<file path="config.mk">
export PLATFORM = sky130hd
export DESIGN_NAME = lut_dot_accumulator_64b
export DESIGN_NICKNAME = d
export VERILOG_FILES = /design/src/rtl/lut_mult_pkg.sv /design/src/rtl/lut_dot_accumulator_64b.sv
export SDC_FILE = /design/constraint.sdc
export NUM_CORES = 1
export LEC_CHECK = 0
export CAP_MARGIN = 30
export CORE_UTILIZATION = 23
export DETAILED_ROUTE_END_ITERATION = 10
export GPL_ROUTABILITY_DRIVEN = 0
export SLEW_MARGIN = 5
export SYNTH_ARGS = -nofsm -noshare
export SYNTH_HDL_FRONTEND = slang
export SYNTH_SLANG_ARGS = --single-unit
</file>
<file path="constraint.sdc">
create_clock -name clk_acc -period 2.85 [get_ports clk_acc]
set_input_delay 0.57 -clock clk_acc [delete_from_list [all_inputs] [get_ports clk_acc]]
set_output_delay 0.57 -clock clk_acc [all_outputs]
set_load 0.02 [all_outputs]
</file>
<file path="src/rtl/lut_mult_pkg.sv">
// ----------------------------------------------------------------------------
// lut_mult_pkg
// Shared definitions for the LUT multiplier datapath and its consumers.
//   state_t       : accumulator FSM states (ACCUM, HOLD)
//   PRODUCT_WIDTH : width of one multiplier product
//   clog2         : ceiling log2, used to size beat counters
// ----------------------------------------------------------------------------
package lut_mult_pkg;

    typedef enum logic {
        ACCUM = 1'b0,
        HOLD  = 1'b1
    } state_t;

    localparam int PRODUCT_WIDTH = 64;

    function automatic int clog2(input int value);
        int result;
        int remaining;
        result    = 0;
        remaining = value - 1;
        while (remaining > 0) begin
            result    = result + 1;
            remaining = remaining >> 1;
        end
        return result;
    endfunction

endpackage

</file>
<file path="src/rtl/lut_dot_accumulator_64b.sv">
// ----------------------------------------------------------------------------
// lut_dot_accumulator_64b
// Accumulates a stream of unsigned 64-bit products into one dot-product result
// per vector and presents it on a valid/ready handshake.
//
// Ports
//   clk_acc      : clock, rising edge
//   resetn_acc   : asynchronous active-low reset
//   clear_acc    : synchronous flush of any partial or held vector
//   in_valid     : product_64b carries a beat
//   in_ready     : block accepts a beat this cycle
//   product_64b  : unsigned product from the multiplier
//   in_last      : final beat of the current vector
//   out_valid    : acc_result / acc_count / overflow are valid
//   out_ready    : consumer takes the result
//   acc_result   : dot-product sum (the running sum register itself)
//   acc_count    : number of beats summed into acc_result
//   overflow     : the sum wrapped past ACC_WIDTH bits for this vector
// ----------------------------------------------------------------------------
module lut_dot_accumulator_64b
    import lut_mult_pkg::*;
#(
    parameter int ACC_WIDTH = 72,
    parameter int MAX_LEN   = 16,
    localparam int CNT_W    = clog2(MAX_LEN) + 1
) (
    input  logic                     clk_acc,
    input  logic                     resetn_acc,
    input  logic                     clear_acc,
    input  logic                     in_valid,
    output logic                     in_ready,
    input  logic [PRODUCT_WIDTH-1:0] product_64b,
    input  logic                     in_last,
    output logic                     out_valid,
    input  logic                     out_ready,
    output logic [ACC_WIDTH-1:0]     acc_result,
    output logic [CNT_W-1:0]         acc_count,
    output logic                     overflow
);

    localparam logic [CNT_W-1:0] LAST_IDX = CNT_W'(MAX_LEN - 1);

    state_t               state;
    logic [ACC_WIDTH-1:0] sum;
    logic [CNT_W-1:0]     count;
    logic                 ovf_flag;

    logic                 beat;
    logic [ACC_WIDTH:0]   sum_next;

    // in_ready is a register so it stays low through reset and only rises on
    // the first edge after deassertion; it therefore gates acceptance directly.
    assign beat = in_valid & in_ready;

    // One extra bit captures the carry out of the accumulator.
    assign sum_next = {1'b0, sum}
                    + {{(ACC_WIDTH - PRODUCT_WIDTH + 1){1'b0}}, product_64b};

    always_ff @(posedge clk_acc or negedge resetn_acc) begin
        if (!resetn_acc) begin
            state     <= ACCUM;
            sum       <= '0;
            count     <= '0;
            ovf_flag  <= 1'b0;
            in_ready  <= 1'b0;
            out_valid <= 1'b0;
        end else if (clear_acc) begin
            state     <= ACCUM;
            sum       <= '0;
            count     <= '0;
            ovf_flag  <= 1'b0;
            in_ready  <= 1'b1;
            out_valid <= 1'b0;
        end else begin
            case (state)
                ACCUM: begin
                    in_ready <= 1'b1;
                    if (beat) begin
                        sum      <= sum_next[ACC_WIDTH-1:0];
                        count    <= count + CNT_W'(1);
                        ovf_flag <= ovf_flag | sum_next[ACC_WIDTH];
                        // Beat number MAX_LEN ends the vector regardless of in_last.
                        if (in_last || (count == LAST_IDX)) begin
                            state     <= HOLD;
                            in_ready  <= 1'b0;
                            out_valid <= 1'b1;
                        end
                    end
                end
                HOLD: begin
                    if (out_ready) begin
                        state     <= ACCUM;
                        sum       <= '0;
                        count     <= '0;
                        ovf_flag  <= 1'b0;
                        in_ready  <= 1'b1;
                        out_valid <= 1'b0;
                    end
                end
                default: begin
                    state     <= ACCUM;
                    in_ready  <= 1'b1;
                    out_valid <= 1'b0;
                end
            endcase
        end
    end

    // The sum, count and flag registers freeze in HOLD, so they are the result.
    assign acc_result = sum;
    assign acc_count  = count;
    assign overflow   = ovf_flag;

endmodule

</file>
==> results_dict.tcl, run 1 <==
set metrics [dict create \
    synth_edf_count 0 \
    grt_pass1_wl_um 44100 \
    die_h_um 180 \
    setup_viol 11 \
    failed_checks "DRC, setup timing" \
    peakVddDrop_mv 0.216 \
    grt_setup_unrepaired "true" \
    cts.reportedPaths.clkPinSlew_ns 0.07 \
    synth-compound-area-share_pct 29.5 \
    finish.utilization_pct 41.2 \
    p_clk_share_pct 20.6 \
    critPathLaunchType "input pin" \
    max_freq_mhz 337 \
    drv_slew 0 \
    syn2layout_area_growth_pct 75.1 \
    root_buffer "clkbuf_16" \
    ys_ff_latch 81 \
    grt_use_total_pct 16.9 \
    holdCritPathClass "in -> async" \
    critical_path_class "in -> reg" \
    mappedNetlistArea_um2 7250 \
    cts_tree "done" \
    viasPerCell 4.79 \
    dieArea_um2 32200 \
    ios 150 \
    worst_slew_pin_slew_ns 0.615 \
    hold_viol 0 \
    swShare_pct 38.4 \
    clock_skew_ns 0.0113 \
    die_x_um 180 \
    post_route_cells_drive_above_1_share_pct 36.9 \
    reg2reg_slack_ns -0.08 \
    numCtsBuffers 9 \
    core-area_um2 30800 \
    antenna_found_initial 1 \
    synth_nets 1025 \
    ys_types 81 \
    ys.flop_type "dfrtp_1" \
    synthArstFlopShare_pct 100 \
    drc 20 \
    total_power_uw 6320 \
    arrival_ns 3.25 \
    switching_power_uw 2430 \
    synth_adder_area_share_pct 11.7 \
    p_comb_share_pct 56.8 \
    worstSkewPairLatency_ns 0.36 \
    post_drt_wl_per_cell_um 15.9 \
    clk_path_buf_depth 2 \
    slowest_delay_ns 0.44 \
    antenna_left 0 \
    rows 64 \
    status "finished with violations" \
    seqPwrFrac_pct 22.6 \
    clkSinkCount 81 \
    ys_seq_area_share_pct 27.9 \
    worstPathRequired_ns 3.14 \
    vias 8191 \
    worst_slack_ns -0.113 \
    crit_chain "clkdlybuf4s50_1 -> ha_2 -> buf_4 -> nand4_1 -> or2_2 -> a2111oi_4 -> o41ai_4 -> buf_6 -> or3_4 -> a21oi_2" \
    fin_crit_sh_pct 104 \
    power.density_nw_per_um2 497 \
    htree_levels 3 \
    end_kind "flop" \
    drv_cap 0 \
    nets 1445 \
    syn_inst 888 \
    period_needed_ns 2.96 \
    place_hpwl_um 20600 \
    relSlewSlack_pct 58.7 \
    grt_pass1_vias 8565 \
    synth_top_family_by_area "compound AO/OA/AOI/OAI gates" \
    yosys_warnings 0 \
    drt_wl_total_um 27300 \
    synth-xor-area-share_pct 7.37 \
    cp_slowest_cell "a2111oi_4" \
    portBuffers 149 \
    grt-ovfl-total 0 \
    p_leak_uw 0.00572 \
    synthMuxAreaShare_pct 0.276 \
    fillers 3058 \
    dr.pass1.iters 7 \
    critPathMaxFanout 8 \
    synthSimpleGateAreaFrac_pct 19.0 \
    grt_max_degree 61 \
    synth_area_per_cell_um2 8.17 \
    initial_core_util_pct 23.5 \
    p_int_uw 3890 \
    drt_iter0_drc 371 \
]
## cell usage in the layout, fill, tap and decap left out, types with 6 or more instances in the layout
cell type        Yosys  layout
buf_4                2     296
nand2_1            134     131
clkdlybuf4s50_1      0     107
dfrtp_1             81      80
o21ai_0             86      71
a21oi_1             84      56
nor2_1              59      53
ha_4                 0      42
a21o_1              33      33
xor2_1              32      32
xnor2_1             29      29
dlygate4sd2_1        0      27
a21oi_2              3      21
ha_1                66      21
inv_1               19      19
nand4_1             19      19
o21ai_1             10      18
nand3_1             16      15
a21oi_4              1      11
a22o_1              10      10
dlymetal6s2s_1       0      10
clkbuf_16            0       9
o21bai_1            10       8
nor3_1              14       7
o21ai_2              1       7
nor3_2               1       6
and2_1               6       6
a31oi_1              6       6
or3_1               11       6
a211oi_2             1       6
o21a_1               6       6
nor2b_1              6       6
## critical path: cells and delay by family
family | cells | cell delay [ns]
AOI/OAI and AO/OA | 3 | 0.67
buffers and inverters | 3 | 0.73
adders and majority gates | 1 | 0.37
and+or+nand+nor | 3 | 0.90
## cells in the mapped netlist (all sizes together) (6+ instances only)
cell type / number / area [µm²]
nor2: 59 / 221
nor3: 15 / 80.1
xnor2: 29 / 254
nand2: 135 / 509
nand3: 17 / 90.1
o21a: 7 / 53.8
clkbuf: 33 / 144
o21ai: 97 / 489
nand4: 19 / 119
xor2: 32 / 280
a21o: 34 / 257
a31oi: 7 / 50.1
nor2b: 6 / 37.5
inv: 19 / 71.3
a21oi: 88 / 463
a211oi: 8 / 65.1
a22o: 10 / 87.6
o21bai: 10 / 75.1
ha: 66 / 826
a221oi: 6 / 70.1
buf: 10 / 91.3
or3: 11 / 68.8
dfrtp: 81 / 2030
and2: 8 / 52.6
o31ai: 9 / 67.6
## cell families (layout without fill, tap and decap cells)
logic type | after synthesis | after routing
buffers and inverters | 62 | 487
AO/OA/AOI/OAI | 318 | 318
adder cells (fa/ha/maj) | 67 | 67
other | 0 | 1
multiplexers | 2 | 2
XOR/XNOR | 61 | 61
flip-flops | 81 | 81
AND/OR/NAND/NOR | 297 | 297
## state kept, by name (all words and copies together), names as in the netlist
name / cells
in_ready: 1
acc_count: 5
overflow: 1
acc_result: 72
out_valid: 1
state: 1
## power groups by stage
stage / sequential, µW / combinational (µW) / clock, µW
finish: 1430 / 3590 / 1300
global route: 1450 / 3890 / 1390
CTS: 1420 / 3430 / 1340
detailed placement: 1410 / 3140 / 0
global placement: 1410 / 3120 / 0
floorplan: 1560 / 1450 / 0
## metrics by stage
stage	instance area [µm²]	TNS [ns]	worst slack (ns)	hold slack, ns	std cells
finish	12700	-0.738	-0.113	0.126	1710
global route	12700	-2.58	-0.244	0.143	1709
CTS	12300	-1.06	-0.150	0.123	1704
detailed placement	11200	-33.21	-0.986	0.505	1671
global placement	11200	-32.14	-0.937	0.492	1671
floorplan	7280	-0.534	-0.145	0.274	888
## cell type report
type,instances,area [µm²],area share (%)
inverter,19,71.3,0.562
timing repair buffer,452,3800,29.9
tap,396,495,3.90
sequential,81,2030,16.0
clock buffer,11,253,1.99
antenna,1,2.50,0.0197
clock inverter,5,63.8,0.502
multi-input combinational,745,5990,47.2
## final timing paths
check	from	end	depth (start not counted)
hold / removal	resetn_acc	acc_result[35]	1
min in group clk_acc	acc_result[44]	acc_result[44]	2
hold reg to reg	acc_result[44]	acc_result[44]	2
max in group asynchronous	resetn_acc	acc_result[1]	2
setup / recovery	product_64b[38]	acc_result[71]	10
setup reg to reg	acc_result[0]	acc_result[62]	12
## per-layer routing
layer,track usage [%],wire length (µm)
met1,22.0,12800
met2,28.4,12800
met3,2.80,1200
met4,5.41,527
met5,0,0
## timing repair
item                       CTS  global route
setup endpoints to repair   44            35
setup buffers               17             6
gates resized for setup    135            88
hold buffers                 0             0
pin swaps                   69            56
Power figures use the tool's default switching activity.
==> run 2, diff against run 1 <==
Settings changed: ABC_AREA set to 1, MAX_ROUTING_LAYER set to met4.
Clock period 2.85 ns to 2.4 ns, I/O delays scaled along.
==> run 2 against run 1 <==
Compared with the run above: the flow now finishes without violations; cell count increased by 40%; sequential power increased by 16%; combinational power increased by 4%; synthesized cell count increased by 75%; clock power increased by 8%; worst hold slack got worse by 0.030 ns; utilization decreased by 5.6 points; first-iteration DRC count increased by 85%; final area increased by 6.0%; synthesized area increased by 22%; clock-buffer cell count unchanged; total power increased by 7.6%; critical path type unchanged; critical endpoint is now acc_result[52].
==> results_dict.tcl, run 2 <==
set metrics [dict create \
    finish.utilization_pct 35.6 \
    worstPathRequired_ns 2.66 \
    place_hpwl_um 29900 \
    grt_pass1_vias 10400 \
    core-area_um2 37800 \
    nets 2013 \
    yosys.area.top_type_share_pct 26.1 \
    die_h_um 198 \
    syn_inst 1551 \
    mappedNetlistArea_um2 8860 \
    yosys.area.top_type "nand2_1" \
    drc 0 \
    portBuffers 149 \
    synth_area_leaders "nand2_1 26%, dfrtp_1 23%, inv_1 11%, ha_1 9.3%, a21oi_1 6.7%" \
    root_buffer "clkbuf_16" \
    worstSkewPairLatency_ns 0.38 \
    holdCritPathClass "in -> async" \
    highest_layer "met4" \
    clkSinkCount 81 \
    path_buf_inv 4 \
    wl_met3_um 2310 \
    wl_met1_um 16100 \
    synthArstFlopShare_pct 100 \
    drv_cap 0 \
    synth_nets 1688 \
    status "complete, no violations" \
    yosys_warnings 0 \
    dieArea_um2 39300 \
    cp_slowest_cell "clkdlybuf4s50_1" \
    grt-ovfl-total 0 \
    post_route_cells_drive_above_1_share_pct 21.4 \
    clock_skew_ns 0.0120 \
    layout_commonest_cell "nand2_1" \
    ys_ff_latch 81 \
    largest_reg_flops 72 \
    initial_core_util_pct 23.5 \
    total_power_uw 6790 \
    ys_seq_area_share_pct 22.9 \
    clk_path_buf_depth 2 \
    critPathMaxFanout 4 \
    die_x_um 198 \
    dr.pass1.iters 6 \
    ys_types 38 \
    cts.reportedPaths.clkPinSlew_ns 0.07 \
    fin_crit_sh_pct 98.5 \
    cts_tree "done" \
    power.density_nw_per_um2 505 \
    antenna_left 0 \
    relSlewSlack_pct 60.5 \
    period_needed_ns 2.36 \
    rows 71 \
    final_cell_mix "580 x nand2_1, 247 x inv_1, 177 x buf_4, 142 x clkdlybuf4s50_1, 117 x nor2_1" \
    cts_hold_buf 0 \
    grt_setup_unrepaired "true" \
    viasPerCell 4.51 \
    p_leak_uw 0.00687 \
    synth_edf_count 0 \
    path_delay_family "buffers and inverters" \
    drt_iter0_drc 685 \
    arrival_ns 2.63 \
    vias 10800 \
    setup_viol 0 \
    critical_path_class "in -> reg" \
    max_freq_mhz 423 \
    slowest_delay_ns 0.44 \
    antenna_found_initial 0 \
    antennaDiodeCount 0 \
    numCtsBuffers 9 \
    crit_chain "clkdlybuf4s50_1 -> ha_1 -> buf_4 -> nand2_2 -> inv_1 -> a21oi_2 -> buf_4 -> o21bai_1 -> a21oi_2 -> nand2_4 -> nand2_2 -> nand3b_1 -> nand3_1 -> nand2_1" \
    end_kind "flop" \
    grt_use_total_pct 18.8 \
    synth_area_per_cell_um2 5.71 \
    critPathLaunchType "input pin" \
    hold_viol 0 \
    htree_levels 3 \
    post_drt_wl_per_cell_um 15.2 \
    syn2layout_area_growth_pct 51.9 \
    worst_slew_pin_slew_ns 0.592 \
    drt_wl_total_um 36400 \
    ios 150 \
    ys.flop_type "dfrtp_1" \
    synth_common_cells "616 x nand2_1, 252 x inv_1, 144 x nor2_1, 118 x a21oi_1, 81 x dfrtp_1" \
    drv_slew 0 \
    grt_pass1_wl_um 54600 \
    synth.most_common_cell "nand2_1" \
    peakVddDrop_mv 0.361 \
    grt_max_degree 40 \
    route.met2.wl_um 16900 \
]
## run 2: cell types whose count changed after synthesis, sizes merged, moves of 27 or more
cell    change
nor2      +102
xor2       -32
nand2     +511
nand3      +50
a21o       -33
a21oi      +30
xnor2      -29
o21ai      -29
clkbuf     -27
inv       +235
## run 2: final cells by class
class | instances | area (µm²)
inverters | 255 | 957
clock buffers | 11 | 253
fillers | 4087 | 24300
flip-flops and latches | 81 | 2030
repair buffers | 330 | 2930
multi-input cells | 1199 | 6630
well taps | 511 | 639
clock inverters | 5 | 30.0
## run 2: repair_timing
action                                  CTS  global route
hold endpoints to repair                  0             0
buffers inserted                          1             4
gates resized for setup                  12           164
endpoints found under the setup margin   13            48
pin swaps                                 2            25
## run 2: worst reg2reg max path, delay by kind of cell, from the launching register on
| family | cells | cell delay, ns |
|---|---|---|
| AOI/OAI and AO/OA | 2 | 0.31 |
| DFF | 1 | 0.41 |
| buffers and inverters | 2 | 0.23 |
| and+or+nand+nor | 9 | 0.81 |
| adders and majority gates | 1 | 0.33 |
## run 2: path summary, 6_finish.rpt
check	start	end	slack [ns]	cells past startpoint
setup / recovery	product_64b[23]	acc_result[52]	0.04	14
hold / removal	resetn_acc	acc_result[57]	0.1	1
setup reg to reg	acc_result[11]	acc_result[58]	0.18	14
hold reg to reg	in_ready	in_ready	0.51	2
max in group asynchronous	resetn_acc	acc_result[32]	1.62	2
min in group clk_acc	in_ready	in_ready	0.51	2
## run 2: kinds of logic after synthesis
logic type,after synthesis,synth area share (%)
simple gates,926,43.7
buf+inv,271,11.6
compound gates,206,12.3
flops,81,22.9
fa+ha+maj,67,9.55
## run 2: per-layer routing
layer / vias to the layer above / global-route usage, %
met2: 350 / 30.4
met3: 61 / 3.36
met4: 0 / 6.80
met5: - / -
met1: 4876 / 23.2
li1: 5492 / -
## run 2: stage by stage
| step | hold slack, ns | worst slack (ns) | setup TNS, ns | cells | cell area [µm²] |
|---|---|---|---|---|---|
| after floorplan | 0.184 | 0.264 | 0 | 1551 | 8860 |
| after global placement | 0.493 | -0.508 | -17.27 | 2371 | 12300 |
| after detailed placement | 0.493 | -0.501 | -18.37 | 2371 | 12300 |
| after CTS | 0.124 | 0.00682 | 0 | 2388 | 12600 |
| after global routing | 0.137 | -0.0309 | -0.0949 | 2392 | 13500 |
| final | 0.0960 | 0.0372 | 0 | 2392 | 13500 |
## run 2: power by group
part	total (µW)	internal (µW)	leakage [µW]	switching, µW
Sequential	1660	1510	0.00109	159
Clock	1410	753	0.000137	657
Combinational	3720	1620	0.00565	2100
